==> src/rtl/exhaustive_stim_gen.sv <==
// ============================================================================
// Module   : exhaustive_stim_gen
// Purpose  : Sweeps every N-bit input code, holding each for DWELL cycles. At
//            the end of each hold it checks f_in against EXP_TABLE[vec] and
//            counts the mismatches.
//            Build macro STIM_GRAY_EN selects reflected Gray ordering.
//            Without it the codes are applied in binary ascending order.
// Revision : 1.0 - initial release
// ============================================================================
`default_nettype none

module exhaustive_stim_gen #(
    parameter int                N         = 4,
    parameter int                DWELL     = 20,
    parameter logic [(1<<N)-1:0] EXP_TABLE = '0
) (
    input  logic         clk,
    input  logic         rst_n,
    input  logic         start,
    input  logic         abort,
    input  logic         f_in,
    output logic [N-1:0] vec,
    output logic         busy,
    output logic         done,
    output logic [N:0]   err_cnt,
    output logic [N-1:0] first_err_vec,
    output logic         first_err_vld
);

    typedef enum logic [1:0] {
        ST_IDLE = 2'd0,
        ST_RUN  = 2'd1,
        ST_DONE = 2'd2
    } state_t;

    localparam logic [N-1:0] C_IDX_ZERO   = '0;
    localparam logic [N-1:0] C_IDX_ONE    = N'(1);
    localparam logic [N-1:0] C_IDX_LAST   = {N{1'b1}};
    localparam logic [15:0]  C_DWELL_LAST = 16'(DWELL - 1);
    localparam logic [N:0]   C_ERR_ONE    = {{N{1'b0}}, 1'b1};
    localparam logic [N:0]   C_ERR_MAX    = {1'b1, {N{1'b0}}};

    state_t       r_state;
    logic [N-1:0] r_index;
    logic [15:0]  r_dwell;

    logic         w_compare;
    logic         w_mismatch;
    logic [N-1:0] w_next_index;

    // Maps the sweep index to the code driven on vec.
    function automatic logic [N-1:0] code_of(input logic [N-1:0] idx);
`ifdef STIM_GRAY_EN
        return idx ^ (idx >> 1);
`else
        return idx;
`endif
    endfunction

    assign w_compare    = (r_dwell == C_DWELL_LAST);
    assign w_mismatch   = (f_in != EXP_TABLE[vec]);
    assign w_next_index = r_index + C_IDX_ONE;

    always_ff @(posedge clk or negedge rst_n) begin
        if (!rst_n) begin
            r_state       <= ST_IDLE;
            r_index       <= '0;
            r_dwell       <= '0;
            vec           <= '0;
            busy          <= 1'b0;
            done          <= 1'b0;
            err_cnt       <= '0;
            first_err_vec <= '0;
            first_err_vld <= 1'b0;
        end else begin
            case (r_state)
                ST_IDLE, ST_DONE: begin
                    if (start && !abort) begin
                        r_state       <= ST_RUN;
                        r_index       <= '0;
                        r_dwell       <= '0;
                        vec           <= code_of(C_IDX_ZERO);
                        busy          <= 1'b1;
                        done          <= 1'b0;
                        err_cnt       <= '0;
                        first_err_vec <= '0;
                        first_err_vld <= 1'b0;
                    end
                end

                ST_RUN: begin
                    if (abort) begin
                        // Cancel keeps the error results seen so far.
                        r_state <= ST_IDLE;
                        r_index <= '0;
                        r_dwell <= '0;
                        vec     <= '0;
                        busy    <= 1'b0;
                        done    <= 1'b0;
                    end else if (w_compare) begin
                        if (w_mismatch) begin
                            if (err_cnt != C_ERR_MAX) begin
                                err_cnt <= err_cnt + C_ERR_ONE;
                            end
                            if (!first_err_vld) begin
                                first_err_vec <= vec;
                                first_err_vld <= 1'b1;
                            end
                        end
                        r_dwell <= '0;
                        if (r_index == C_IDX_LAST) begin
                            r_state <= ST_DONE;
                            r_index <= '0;
                            vec     <= '0;
                            busy    <= 1'b0;
                            done    <= 1'b1;
                        end else begin
                            r_index <= w_next_index;
                            vec     <= code_of(w_next_index);
                        end
                    end else begin
                        r_dwell <= r_dwell + 16'd1;
                    end
                end

                default: begin
                    r_state <= ST_IDLE;
                    r_index <= '0;
                    r_dwell <= '0;
                    vec     <= '0;
                    busy    <= 1'b0;
                    done    <= 1'b0;
                end
            endcase
        end
    end

endmodule

`default_nettype wire

==> config.mk <==
export PLATFORM = sky130hd
export DESIGN_NAME = exhaustive_stim_gen
export DESIGN_NICKNAME = d
export VERILOG_FILES = /design/src/rtl/exhaustive_stim_gen.sv
export SDC_FILE = /design/constraint.sdc
export NUM_CORES = 1
export LEC_CHECK = 0
export BUFFER_PORTS_ARGS = -buffer_cell sky130_fd_sc_hd__buf_4
export CORE_UTILIZATION = 23
export CTS_CLUSTER_SIZE = 14
export DETAILED_ROUTE_END_ITERATION = 12
export GPL_TIMING_DRIVEN = 1
export PLACE_DENSITY = 0.41
export SLEW_MARGIN = 10
export SYNTH_ARGS = -nofsm -noshare
export SYNTH_HDL_FRONTEND = slang
export SYNTH_SLANG_ARGS = --single-unit
==> constraint.sdc <==
create_clock -name clk -period 2.1 [get_ports clk]
set_clock_uncertainty 0.1 [all_clocks]
set_input_delay 0.42 -clock clk [delete_from_list [all_inputs] [get_ports clk]]
set_output_delay 0.42 -clock clk [all_outputs]
set_load 0.05 [all_outputs]
==> impl_results.md <==
* Status: complete, no violations
* Register area at 851 µm²
* CP arrival at 2.12 ns
* Die width at 90.3 µm
* Cell count after synthesis at 177
* DRC Markers at 0
* Via count at 1566
* GRT Total Usage at 12.8%
* Num CTS Buffers at 5
* Worst Path Buf+Inv at 4
* Post-synthesis async set-or-reset flop share at 100%
* Non-Filler Instances at 327
* Critical path class: reg2reg
* Layout cells sized above 1 at 26.8%
* ANT nets after route at 0
* DP Wirelength at 3350 µm
* Vias in the first global route at 1675
* Hold WC Path Type: reg2reg
* Placed cells at roughly 310
* Largest net degree at the start of global routing at 35
* Area delta synth->final at 33.4%
* Io pins at 21
* Top cell by count, worst path: buf_4
* #FFs+latches synth at 34
* Synth top area share at 47.5%
* Fin area at 2390 µm²
* Crit share post-route at 95.0%
* CTS clk-pin slew, worst paths at 0.08 ns
* Max Root-Sink Buffers at 2
* Row count at 31
* Setup Viol. Count Final at 0
* Hold_sp: first_err_vec[1]$_DFFE_PN0P_
* Worst flop-to-flop path startpoint: r_dwell[9]$_DFFE_PN0P_
* Drt first pass iters at 4
* Startpoint types: register
* Syn Std Cell Area at 1790 µm²
* Routability congestion estimate at 0.681
* Syn avg cell area at just over 10 µm²
* CP Cell Sequence: nor4_2, buf_4, nand4_1, buf_4, buf_4, nor4b_2, buf_4, a22o_1
* Worst EP required at about 2.2 ns
* CP max-delay cell: dfrtp_1
* Area contributors post-synth: dfrtp_1, o21ai_0, ha_1
* Wire per inst at 14.5 µm
* Pleak at 1.05 nW
* Chip Height at 90.3 µm
* Synth Flop Type: dfrtp_1
* Max Slew Vio Count at 0
* Setup TNS at 0 ns
* Post-synth cell types at 42
* Final Critical Period at 1.99 ns
* Sink Count at 34
* Final Power at approximately 1.4 mW
* Area after DPL at 2230 µm²
* Yosys top cell by area: dfrtp_1
* Die area at about 8200 µm²
* Initial Utilization at 24.2%
* H-Tree Depth at 2
* Register area share after synthesis at a little under half
* Top delay family on crit path: simple AND/OR/NAND/NOR gates
* Initial antenna violation count at 0
* Post-synth EDFFs at 0
* Final hold vios at 0
* CP Launch Point: r_dwell[9]$_DFFE_PN0P_
* Routed vias/inst at 4.79
* Worst-path fanout max at 4
* Area of the multi-input gates at 901 µm²
* Initial DRC count at 62
* Max VDD drop at 0.000247 V
* CP max stage delay at 0.39 ns
* Syn nets at around 190
* Max-slew headroom at 68.3%
* Worst skew pair latency at 0.29 ns
* Ant. Diodes at 0
* Detailed Route WL at 4750 µm
* Slew @ Worst Pin at approximately 0.47 ns
* First-pass GRT wire length at about 8500 µm
* CP endpoint kind: register
* PortBufs at 20
* Fillers at 792
* CTS tree: done
* Fmax at 501 MHz
* Post-layout util at 32.3%
* Total core area at 7410 µm²
* Gr ovfl total at 0
* Clk root buf: clkbuf_8
* RSZ-0062 raised after global routing: no
* Max-cap violations at 0
* Nets at 236
* PwrDens at roughly 580 nW/µm²
* Yosys warns at 0
layout by cell type, fill, tap and decap left out, drive strengths merged, types with 2 or more instances in the layout:
cell      n
buf      48
nor3      2
nor3b     3
and3      5
clkbuf    7
nand4b    2
and4      3
mux2i     4
o21ai    14
dfrtp    34
nor2     10
o31ai     5
o2111ai   2
nor4b     3
or4       5
a21oi     9
o21a      2
nand2    10
a22o      5
o211ai    3
nand4     2
o311ai    4
or3       2
a311o     2
xor2      5
nand3    10
ha        4
inv      10
worst paths after layout:
path                       cells past startpoint  slack (ns)                           end
setup / recovery                               8        0.11  first_err_vec[0]$_DFFE_PN0P_
hold / removal                                 1        0.42  first_err_vec[1]$_DFFE_PN0P_
setup reg to reg                               8        0.11  first_err_vec[0]$_DFFE_PN0P_
hold reg to reg                                1        0.42  first_err_vec[1]$_DFFE_PN0P_
max in group asynchronous                      2        1.06              busy$_DFFE_PN0P_
min in group asynchronous                      2        0.51       r_dwell[11]$_DFFE_PN0P_
logic make-up (layout without fill, tap and decap cells):
logic type                 count (synthesis)  count (layout)  synth area share (%)
DFF                                       34              34                  47.5
xor gates and xnor gates                   6               6                  2.93
muxes                                      4               4                  2.23
buffers and inverters                     16              67                  3.63
AOI/OAI and AO/OA                         51              51                  19.6
and+or+nand+nor                           62              62                  21.4
adders and majority gates                  4               4                  2.79
cell usage after synthesis, drive strengths merged, types with 3 or more instances:
cell type  number
xor2            5
o211ai          3
nor4b           3
a21oi           9
dfrtp          34
o31ai           5
nand3          10
and4            3
mux2i           4
nor2           10
inv            10
buf             4
or4             5
a22o            5
ha              4
nor3b           3
nand2          10
o21ai          14
and3            5
o311ai          4
final cells by class:
cell class,instances,share of cell area [%]
Clock buffer,7,3.61
Clock inverter,1,0.209
Inverter,10,1.57
Multi-Input combinational cell,127,37.7
Sequential cell,34,35.6
Tap cell,99,5.18
Timing Repair Buffer,49,16.2
routing by layer:
metal	track usage, %	vias to the layer above	part of all wire (%)
li1	-	783	-
met1	18.0	755	51
met2	20.0	23	45
met3	2.95	5	3.5
met4	2.82	0	0.78
met5	0	-	0
state kept, by name, summed over array words and instances, names as in the netlist:
signal,count
busy,1
done,1
err_cnt,5
first_err_vec,4
first_err_vld,1
r_dwell,16
r_index,4
r_state,2
where the power goes:
part           leakage, nW  switching (mW)  internal [mW]
combinational        0.529           0.111         0.0675
clock               0.0482           0.248          0.265
sequential           0.470          0.0156          0.671
repair_timing:
action,4_1_cts,5_1_grt
buffers inserted,1,3
hold endpoints to repair,6,0
hold buffers,1,0
endpoints found under the setup margin,27,15
pin swaps,1,2
resized for setup,1,4
metrics by stage:
| step | hold WS (ns) | worst slack [ns] |
|---|---|---|
| after floorplan | 0.0244 | 0.302 |
| after global placement | 0.309 | -0.136 |
| after detailed placement | 0.314 | -0.0838 |
| after CTS | 0.419 | 0.0567 |
| after global routing | 0.435 | 0.00254 |
| final | 0.417 | 0.105 |
No activity file was read; power rests on OpenSTA's default activity.
